`config.mk`:
```
export PLATFORM = sky130hd
export DESIGN_NAME = alu16_flags_flat
export DESIGN_NICKNAME = d
export VERILOG_FILES = /design/src/rtl/alu16_flags_if.sv /design/src/rtl/alu16_flags.sv /design/src/flat_wrapper.sv
export SDC_FILE = /design/constraint.sdc
export NUM_CORES = 1
export LEC_CHECK = 0
export CAP_MARGIN = 20
export CORE_MARGIN = 8
export CORE_UTILIZATION = 53
export CTS_CLUSTER_SIZE = 28
export DETAILED_ROUTE_END_ITERATION = 16
export PLACE_DENSITY = 0.78
export SYNTH_ARGS = -nofsm -noshare
export SYNTH_HDL_FRONTEND = slang
export SYNTH_SLANG_ARGS = --single-unit
```
`constraint.sdc`:
```
create_clock -name clk -period 1.1 [get_ports clk]
set_input_delay 0.22 -clock clk [delete_from_list [all_inputs] [get_ports clk]]
set_output_delay 0.22 -clock clk [all_outputs]
set_load 0.05 [all_outputs]
```
`src/rtl/alu16_flags_if.sv`:
```
// rtl/alu16_flags_if.sv - operand/opcode request and result/flag bundle for alu16_flags
interface alu16_flags_if #(
  parameter int WIDTH = 16
);
  logic             in_valid;
  logic [3:0]       op;
  logic [WIDTH-1:0] x;
  logic [WIDTH-1:0] y;
  logic             cin;
  logic [WIDTH-1:0] z;
  logic             s;
  logic             zr;
  logic             cy;
  logic             p;
  logic             v;
  logic             out_valid;

  modport master (
    output in_valid, op, x, y, cin,
    input  z, s, zr, cy, p, v, out_valid
  );

  modport slave (
    input  in_valid, op, x, y, cin,
    output z, s, zr, cy, p, v, out_valid
  );
endinterface

```
`src/rtl/alu16_flags.sv`:
```
// rtl/alu16_flags.sv - registered ALU with sign/zero/carry/parity/overflow flags
// Define ALU_SAT_EN to clamp signed overflow on ADD/ADC/SUB/SBB/INC/DEC.
module alu16_flags #(
  parameter int WIDTH = 16
) (
  input  logic         clk,
  input  logic         rst_n,
  alu16_flags_if.slave alu
);
  localparam int MSB = WIDTH - 1;

  localparam logic [3:0] OP_ADD   = 4'h0;
  localparam logic [3:0] OP_ADC   = 4'h1;
  localparam logic [3:0] OP_SUB   = 4'h2;
  localparam logic [3:0] OP_SBB   = 4'h3;
  localparam logic [3:0] OP_AND   = 4'h4;
  localparam logic [3:0] OP_OR    = 4'h5;
  localparam logic [3:0] OP_XOR   = 4'h6;
  localparam logic [3:0] OP_NOT   = 4'h7;
  localparam logic [3:0] OP_SHL   = 4'h8;
  localparam logic [3:0] OP_SHR   = 4'h9;
  localparam logic [3:0] OP_SAR   = 4'hA;
  localparam logic [3:0] OP_INC   = 4'hB;
  localparam logic [3:0] OP_DEC   = 4'hC;
  localparam logic [3:0] OP_PASSX = 4'hD;
  localparam logic [3:0] OP_PASSY = 4'hE;

  logic [WIDTH-1:0] b_opd;
  logic             c_opd;
  logic             is_sub;
  logic             is_arith;
  logic [WIDTH:0]   sum_full;
  logic             ovf_arith;
  logic [WIDTH-1:0] z_new;
  logic             cy_new;
  logic             v_new;

  logic [WIDTH-1:0] z_d, z_q;
  logic             s_d, s_q;
  logic             zr_d, zr_q;
  logic             cy_d, cy_q;
  logic             p_d, p_q;
  logic             v_d, v_q;
  logic             out_valid_d, out_valid_q;

  // INC/DEC share the adder with an implicit second operand of 1.
  always_comb begin
    b_opd    = alu.y;
    c_opd    = 1'b0;
    is_sub   = 1'b0;
    is_arith = 1'b0;
    case (alu.op)
      OP_ADD: is_arith = 1'b1;
      OP_ADC: begin is_arith = 1'b1; c_opd = alu.cin; end
      OP_SUB: begin is_arith = 1'b1; is_sub = 1'b1; end
      OP_SBB: begin is_arith = 1'b1; is_sub = 1'b1; c_opd = alu.cin; end
      OP_INC: begin is_arith = 1'b1; b_opd = {{(WIDTH-1){1'b0}}, 1'b1}; end
      OP_DEC: begin is_arith = 1'b1; is_sub = 1'b1; b_opd = {{(WIDTH-1){1'b0}}, 1'b1}; end
      default: ;
    endcase
  end

  always_comb begin
    if (is_sub) begin
      sum_full  = {1'b0, alu.x} - {1'b0, b_opd} - {{WIDTH{1'b0}}, c_opd};
      ovf_arith = (alu.x[MSB] != b_opd[MSB]) && (sum_full[MSB] != alu.x[MSB]);
    end else begin
      sum_full  = {1'b0, alu.x} + {1'b0, b_opd} + {{WIDTH{1'b0}}, c_opd};
      ovf_arith = (alu.x[MSB] == b_opd[MSB]) && (sum_full[MSB] != alu.x[MSB]);
    end
  end

  always_comb begin
    z_new  = '0;
    cy_new = 1'b0;
    v_new  = 1'b0;
    if (is_arith) begin
      z_new  = sum_full[WIDTH-1:0];
      cy_new = sum_full[WIDTH];
      v_new  = ovf_arith;
`ifdef ALU_SAT_EN
      // Overflow direction always follows the sign of x for both add and subtract.
      if (ovf_arith) begin
        z_new = alu.x[MSB] ? {1'b1, {(WIDTH-1){1'b0}}} : {1'b0, {(WIDTH-1){1'b1}}};
      end
`endif
    end else begin
      case (alu.op)
        OP_AND:   z_new = alu.x & alu.y;
        OP_OR:    z_new = alu.x | alu.y;
        OP_XOR:   z_new = alu.x ^ alu.y;
        OP_NOT:   z_new = ~alu.x;
        OP_SHL: begin
          z_new  = {alu.x[MSB-1:0], 1'b0};
          cy_new = alu.x[MSB];
          v_new  = alu.x[MSB] ^ alu.x[MSB-1];
        end
        OP_SHR: begin
          z_new  = {1'b0, alu.x[MSB:1]};
          cy_new = alu.x[0];
        end
        OP_SAR: begin
          z_new  = {alu.x[MSB], alu.x[MSB:1]};
          cy_new = alu.x[0];
        end
        OP_PASSX: z_new = alu.x;
        OP_PASSY: z_new = alu.y;
        default:  z_new = '0;
      endcase
    end
  end

  always_comb begin
    z_d         = z_q;
    s_d         = s_q;
    zr_d        = zr_q;
    cy_d        = cy_q;
    p_d         = p_q;
    v_d         = v_q;
    out_valid_d = alu.in_valid;
    if (alu.in_valid) begin
      z_d  = z_new;
      s_d  = z_new[MSB];
      zr_d = (z_new == '0);
      cy_d = cy_new;
      p_d  = ~^z_new;
      v_d  = v_new;
    end
  end

  always_ff @(posedge clk or negedge rst_n) begin
    if (!rst_n) begin
      z_q         <= '0;
      s_q         <= 1'b0;
      zr_q        <= 1'b0;
      cy_q        <= 1'b0;
      p_q         <= 1'b0;
      v_q         <= 1'b0;
      out_valid_q <= 1'b0;
    end else begin
      z_q         <= z_d;
      s_q         <= s_d;
      zr_q        <= zr_d;
      cy_q        <= cy_d;
      p_q         <= p_d;
      v_q         <= v_d;
      out_valid_q <= out_valid_d;
    end
  end

  assign alu.z         = z_q;
  assign alu.s         = s_q;
  assign alu.zr        = zr_q;
  assign alu.cy        = cy_q;
  assign alu.p         = p_q;
  assign alu.v         = v_q;
  assign alu.out_valid = out_valid_q;
endmodule

```
`src/flat_wrapper.sv`:
```
// flat-port wrapper written by rule: the top's interface ports become plain ports
module alu16_flags_flat 
#(
  parameter int WIDTH = 16
)
  (clk, rst_n, alu_in_valid, alu_op, alu_x, alu_y, alu_cin, alu_z, alu_s, alu_zr, alu_cy, alu_p, alu_v, alu_out_valid);
  alu16_flags_if #(.WIDTH(WIDTH)) alu_i ();
  input  logic clk;
  input  logic rst_n;
  input wire logic [$bits(alu_i.in_valid)-1:0] alu_in_valid;
  input wire logic [$bits(alu_i.op)-1:0] alu_op;
  input wire logic [$bits(alu_i.x)-1:0] alu_x;
  input wire logic [$bits(alu_i.y)-1:0] alu_y;
  input wire logic [$bits(alu_i.cin)-1:0] alu_cin;
  output wire logic [$bits(alu_i.z)-1:0] alu_z;
  output wire logic [$bits(alu_i.s)-1:0] alu_s;
  output wire logic [$bits(alu_i.zr)-1:0] alu_zr;
  output wire logic [$bits(alu_i.cy)-1:0] alu_cy;
  output wire logic [$bits(alu_i.p)-1:0] alu_p;
  output wire logic [$bits(alu_i.v)-1:0] alu_v;
  output wire logic [$bits(alu_i.out_valid)-1:0] alu_out_valid;
  assign alu_i.in_valid = alu_in_valid;
  assign alu_i.op = alu_op;
  assign alu_i.x = alu_x;
  assign alu_i.y = alu_y;
  assign alu_i.cin = alu_cin;
  assign alu_z = alu_i.z;
  assign alu_s = alu_i.s;
  assign alu_zr = alu_i.zr;
  assign alu_cy = alu_i.cy;
  assign alu_p = alu_i.p;
  assign alu_v = alu_i.v;
  assign alu_out_valid = alu_i.out_valid;
  alu16_flags #(.WIDTH(WIDTH)) u_core (.clk(clk), .rst_n(rst_n), .alu(alu_i));
endmodule
```
==> flow_summary.ini, run 1 <==
[status]
error_line = [ERROR GRT-0232] Routing congestion too high. Check the congestion heatmap in the GUI.
status = stopped before the end
failing_step = global routing (5_1_grt)

[clock_tree]
cts_hold_buf = 0
htree_levels = 1
root_buffer = clkbuf_8
cts-buffers-inserted = 3
clockBufferDepth = 2
clock-sinks = 21

[die]
die_x_um = 113
ios = 62
fp-row-count = 35
start_util_pct = 54.2
die_h_um = 113

[place]
gp_congestion = 1.06
portBuffers = 61
dpl_cell_area_um2 = 7810
hpwl_um = 18100
dpl.cell_count = 1050

[synth]
synth-edff-count = 0
yosysUniqueCellTypes = 81
synthesis.nets = 800
synth_top_flop_cell = dfrtp_1
syn_avg_cell_area_um2 = 7.43
yosysSeqAreaShare_pct = 10.5
synth_cells = 671
synthArstFlopShare_pct = 100
synth_warnings = 0
mappedNetlistArea_um2 = 4990
synth-seq-cells = 21

[timing]
worstEndpointType = register data pin
crit_endpoint = u_core.alu.p$_DFFE_PN0P_/D

[grt]
grt_use_total_pct = 91.9
overflow = 1000
grt_max_degree = 37
layer usage:
layer  global-route usage [%]  GRT overflow
met3                     73.1             5
met5                     30.3             0
met2                      121           751
met1                     79.4             8
met4                      106           236
repair_timing:
item	in CTS
buffers inserted	23
hold endpoints to repair	0
setup endpoints to repair	24
pin swaps	67
gates resized for setup	131
through the flow:
stage	setup TNS, ps	worst slack, ps
detailed placement	-52280	-3680
global placement	-50000	-3530
CTS	-34430	-2580
floorplan	-36510	-2820
Yosys cell counts (7+ instances only):
cell      instances  share of area (%)
ha_1             85                 21
a21oi_1          73                7.3
inv_1            64                4.8
nand2_1          51                3.8
nor2_1           51                3.8
o21ai_0          29                2.9
xnor2_1          22                3.9
clkbuf_1         21                1.6
dfrtp_1          21                 11
o22ai_1          18                2.3
mux2i_1          15                3.0
nand2b_1         14                1.8
nand3_1          13                1.3
a22oi_1          12                1.8
buf_2             9               0.90
nor3_1            9               0.90
a21o_1            8                1.2
o211ai_1          8                1.2
a221oi_1          7                1.2
o32ai_1           7                1.2
cells by family after synthesis:
kind of cell / after synthesis / synth area share, %
adders and majority gates: 89 / 22.9
muxes: 21 / 4.37
and+or+nand+nor: 178 / 17.4
xor gates and xnor gates: 27 / 4.74
AOI/OAI and AO/OA: 231 / 31.8
buffers and inverters: 104 / 8.28
DFF: 21 / 10.5
==> inputs of run 2 (changes only) <==
Settings changed: CORE_UTILIZATION 53 to 38, CTS_CLUSTER_SIZE 28 to not set, PLACE_DENSITY 0.78 to not set, PLACE_DENSITY_LB_ADDON set to 0.15.
==> run 2 against run 1 <==
Effect of this change: the flow now finishes, with violations (negative setup slack); synthesized cell count unchanged; synthesized area did not move.
==> flow_summary.ini, run 2 <==
[synth]
synth_top_family_by_area = compound AO/OA/AOI/OAI gates
yosysSeqAreaShare_pct = 10.5
ys_top_cells_by_count = ha_1, a21oi_1, inv_1, nand2_1, nor2_1
synth_xor_area_share_pct = 4.74
synthArstFlopShare_pct = 100
synth-seq-cells = 21
synthesis.nets = 800
synth_cells = 671
syn_avg_cell_area_um2 = 7.43
synth_warnings = 0
synth-edff-count = 0
yosysUniqueCellTypes = 81
mappedNetlistArea_um2 = 4990
synth_top_flop_cell = dfrtp_1
synth_compound_area_share_pct = 31.8
synth_top_cell_area_share_pct = 21.3
synthSimpleGateAreaFrac_pct = 17.4
muxShareOfSynthArea_pct = 4.37
yosysMostFrequentCell = ha_1
synthAdderAreaFrac_pct = 22.9
yosys.area.top_type = ha_1
synthTopCellsByArea = ha_1, dfrtp_1, a21oi_1

[die]
die_h_um = 131
start_util_pct = 38.3
ios = 62
fp-row-count = 42
die_x_um = 131
die-area_um2 = 17000
core_um2 = 13000

[routing]
drtAntennaViolNets = 0
wl_um = 24000
drcViolationCount = 0
vias = 6607
wl_per_cell_um = 20.8
drtIter0Drc = 587
drt_first_pass_iters = 5
viasPerCell = 5.74

[place]
dpl_cell_area_um2 = 7930
portBuffers = 61
pre_cts_slack_ps = -3480
gp_congestion = 0.965
hpwl_um = 18700

[status]
status = finished with violations
violations = negative setup slack

[timing]
finalWorstSetupSlack_ps = -2700
finalClockSkew_ps = 0
period_share_pct = 345
timing.fmax_mhz = 263
finalSetupViolations = 21
worst_pin_slew_ps = 771
hold_violations = 0
whs_ps = 303
max_slew_margin_pct = 47.9
rsz0062_at_grt = true
drv_slew = 0
min_period_ps = 3800

[clock_tree]
clockBufferDepth = 2
clk_pin_slew_ps = 60
htree_levels = 1
clk_latency_ps = 250
clock-sinks = 21
root_buffer = clkbuf_16
cts_tree = built
cts-buffers-inserted = 3

[run]
maxCapViolCount = 0

[grt]
overflow = 0
grt_max_degree = 37
grt_use_total_pct = 27.8
grt_pass1_vias = 6751
grt_pass1_wl_um = 36600
antenna_found_initial = 0

[finish]
final_cell_mix = buf_4, ha_1, inv_1
area_growth_pct = 86.5
num_antenna_cells = 0
fill_cells = 1053
final_common_cell = buf_4
nNetsFinal = 1106
utilization_pct = 71.4
drive_above_1_share_pct = 48.4
fin_area_um2 = 9300
regArea_um2 = 527
multi_input_area_um2 = 5170
largest_reg_flops = 15

[critical_path]
cp.required_ps = 1240
start_kind = input port
crit_type = input port to register
path_delay_family = simple AND/OR/NAND/NOR gates
crit_arrival_ps = 3940
path_common_cell = buf_6
crit_chain = buf_6, buf_6, nand3_4, o21ai_4, buf_6, buf_12, a21oi_1, ha_1, or3_1, nand2b_4, a21oi_1, a211o_1, nor4_1, nor4_4, ha_2, xnor2_2, xnor2_1, xnor2_1, mux2_4
cp_slowest_cell = or3_1
max_stage_delay_ps = 440
critPathCaptureType = register
worstPathMaxFanout = 7
worst-path-buf-inv = 4

[power_and_ir_drop]
ir_drop_mv = 0.694
p_leak_nw = 4.15
p_per_area_nw_per_um2 = 1000
power_mw = 9.30

[min_path]
hp-class = input port to asynchronous set/reset pin
[run 2: per-stage QoR]
stage | setup TNS [ps] | cells
after floorplan | -36510 | 671
after global placement | -49470 | 1122
after detailed placement | -50790 | 1122
after CTS | -34010 | 1149
after global routing | -36060 | 1152
final | -34540 | 1152
[run 2: per-layer routing]
metal,wire length [um],global-route usage [%]
met5,0,0
met4,862,9.18
met3,1960,5.76
met1,9950,35.6
met2,11200,45.7
[run 2: cell type report]
type	instances	area share (%)
clock inverter	1	0.0538
inverter	67	2.78
sequential	21	5.66
timing repair buffer	338	32.7
multi-input combinational	546	55.6
tap	176	2.37
clock buffer	3	0.807
[run 2: path summary, 6_finish.rpt]
| kind | depth (start not counted) | slack [ps] | end | from |
|---|---|---|---|---|
| worst max-delay path | 19 | -2700 | u_core.alu.p$_DFFE_PN0P_ | alu_op[0] |
| worst min-delay path | 2 | 300 | u_core.alu.v$_DFFE_PN0P_ | rst_n |
| worst max register to register | 2 | 90 | u_core.alu.z[14]$_DFFE_PN0P_ | u_core.alu.z[14]$_DFFE_PN0P_ |
| worst min register to register | 2 | 570 | u_core.alu.v$_DFFE_PN0P_ | u_core.alu.v$_DFFE_PN0P_ |
| max in group asynchronous | 2 | 650 | u_core.alu.s$_DFFE_PN0P_ | rst_n |
| min in group clk | 2 | 570 | u_core.alu.v$_DFFE_PN0P_ | u_core.alu.v$_DFFE_PN0P_ |
[run 2: timing repair]
action,CTS,global route
resized for setup,173,48
cloned,0,0
hold endpoints to repair,0,0
pin swaps,84,36
hold buffers,0,0
buffers inserted,30,5
endpoints found under the setup margin,21,23
[run 2: power breakdown]
group | internal [mW] | switching [mW]
clock network | 0.489 | 0.295
registers | 0.915 | 0.160
logic | 3.79 | 3.66
total | 5.19 | 4.11
[run 2: cell families after synthesis]
| family | after synthesis |
|---|---|
| DFF | 21 |
| adders and majority gates | 89 |
| xor gates and xnor gates | 27 |
| muxes | 21 |
| buffers and inverters | 104 |
| and+or+nand+nor | 178 |
| AOI/OAI and AO/OA | 231 |
Note: power is estimated with default switching activity, not from simulation.
==> inputs of run 3 (changes only) <==
Settings changed: CORE_ASPECT_RATIO set to 1.5, CORE_UTILIZATION 38 to 50.
==> run 3 against run 2 <==
Effect of this change: the flow still finishes with violations (negative setup slack); non-clock buffer count down 19; flip-flop and latch count is the same; fmax down 8.4%; power is 2.8% higher; cell count is 6.9% lower; die area is 21% lower; critical path depth is 1 higher; critical endpoint unchanged; global-route usage is 5.8 points higher; count of clock-buffer cells in the layout grew 1; combinational power rose by 3.2%; cell area down 6.2%.
==> flow_summary.ini, run 3 (synthesis results as in run 2) <==
[status]
status = finished with violations
violations = negative setup slack

[run]
maxCapViolCount = 0

[timing]
finalWorstSetupSlack_ps = -3040
drv_slew = 0
max_slew_margin_pct = 46.1
rsz0062_at_grt = true
min_period_ps = 4140
timing.fmax_mhz = 241
setup_tns_ps = -40740
finalSetupViolations = 20
period_share_pct = 377
worst_pin_slew_ps = 807
finalClockSkew_ps = 0
hold_violations = 0

[power_and_ir_drop]
p_comb_share_pct = 80.3
p_int_mw = 5.05
p_leak_nw = 4.04
swShare_pct = 47.2
p_per_area_nw_per_um2 = 1100
power_mw = 9.57
clock_power_share_pct = 8.2
p_seq_share_pct = 11.5
p_switching_mw = 4.51
ir_drop_mv = 1.68

[finish]
final_common_cell = buf_4
utilization_pct = 90.0
largest_reg_flops = 15
final_cell_mix = buf_4, ha_1, inv_1
nNetsFinal = 1087
drive_above_1_share_pct = 44.4
area_growth_pct = 75.0
num_antenna_cells = 0
final_cells = 1072

[critical_path]
worstPathMaxFanout = 8
crit_type = input port to register
rr_worst_depth = 3
crit_arrival_ps = 4290
cp.required_ps = 1240
reg2reg_from = u_core.alu.cy$_DFFE_PN0P_
r2r_end = u_core.alu.cy$_DFFE_PN0P_
crit_path_start = alu_op[0]
critPathCaptureType = register
start_kind = input port
r2r_slack_ps = -50
endpoint = u_core.alu.p$_DFFE_PN0P_

[die]
die_x_um = 97.5
ios = 62
fp-row-count = 44
die-area_um2 = 13500
start_util_pct = 51.5
core_um2 = 9690
die_h_um = 138

[grt]
grt_pass1_wl_um = 37400
grt_pass1_vias = 7146
grt_use_total_pct = 33.6
overflow = 0
grt_max_degree = 33
antenna_found_initial = 0

[place]
gp_congestion = 1.09
dpl.cell_count = 1045
pre_cts_slack_ps = -3620
hpwl_um = 17400
portBuffers = 61

[clock_tree]
clk_pin_slew_ps = 60
root_buffer = clkbuf_16
cts_tree = built
htree_levels = 1
clockBufferDepth = 2
cts-buffers-inserted = 3
clk_latency_ps = 260
cts_hold_buf = 0
clock-sinks = 21

[routing]
wl_um = 28200
drcViolationCount = 0
drtIter0Drc = 1063
drtAntennaViolNets = 0
drt_first_pass_iters = 7
vias = 7566
wl_per_cell_um = 26.3
viasPerCell = 7.06

[min_path]
hp-class = input port to asynchronous set/reset pin
## run 3: cell count changes in the layout (fill, tap and decap cells not counted), moves of 3 or more
cell | before | now
buf_6 | 27 | 14
buf_4 | 248 | 241
a21oi_4 | 10 | 4
a21oi_1 | 38 | 43
ha_4 | 25 | 13
o21ai_1 | 7 | 3
xnor2_2 | 5 | 8
o21ai_0 | 20 | 23
inv_1 | 50 | 55
ha_1 | 56 | 68
inv_2 | 13 | 10
## run 3: worst min-delay path by stage
stage / endpoint / cells past startpoint
floorplan: u_core.alu.cy$_DFFE_PN0P_ / 0
global placement: u_core.alu.v$_DFFE_PN0P_ / 2
detailed placement: u_core.alu.v$_DFFE_PN0P_ / 2
CTS: u_core.alu.z[10]$_DFFE_PN0P_ / 2
global route: u_core.alu.z[9]$_DFFE_PN0P_ / 2
finish: u_core.alu.z[1]$_DFFE_PN0P_ / 2
## run 3: timing repair
| action | in CTS | in global routing |
|---|---|---|
| resized for setup | 89 | 66 |
| pin swaps | 48 | 60 |
| endpoints found under the setup margin | 20 | 22 |
| setup buffers | 25 | 14 |
## run 3: metal layers
layer,vias up,wire (um),global-route usage (%)
met1,3446,9240,35.3
met2,791,12900,58.7
met4,0,2890,25.9
met5,-,0,0
li1,3044,-,-
met3,285,3200,4.74
## run 3: power by group through the flow
stage          sequential (mW)  combinational, mW  clock, mW
6_report                  1.10               7.68      0.784
2_1_floorplan             1.47               2.74          0
5_1_grt                   1.11               7.91      0.818
3_3_place_gp              1.08               5.67          0
4_1_cts                   1.08               6.53      0.788
3_5_place_dp              1.09               5.84          0
## run 3: area by class of cell
class | instances | area (um^2)
fillers | 441 | 966
multi-input cells | 546 | 4860
clock buffers | 4 | 78.8
inverters | 67 | 254
flip-flops and latches | 21 | 527
repair buffers | 319 | 2860
well taps | 115 | 144
## run 3: metrics by stage
stage | cell area, um^2 | hold slack [ps]
floorplan | 5210 | -75.6
global placement | 7760 | 548
detailed placement | 7760 | 549
CTS | 8320 | 318
global route | 8720 | 323
finish | 8720 | 319
## run 3: worst max-delay path, cell delays in order
cell and delay, ps:
buf_8 100, nand2b_4 140, o21ai_4 160, buf_12 150, buf_6 160, a21oi_1 110
ha_1 360, inv_1 90, ha_1 410, nand2_1 200, o21ai_1 260, nor2_1 150
a21oi_1 250, o21ai_0 130, nor4_2 280, ha_1 300, xnor2_1 210, xnor2_1 180
xnor2_1 110, mux2_4 280
==> inputs of run 4 (changes only) <==
Settings changed: CTS_CLUSTER_SIZE set to 28.
==> results of run 4 <==
No change in the layout: final DEF, timing and power equal those of run 3.
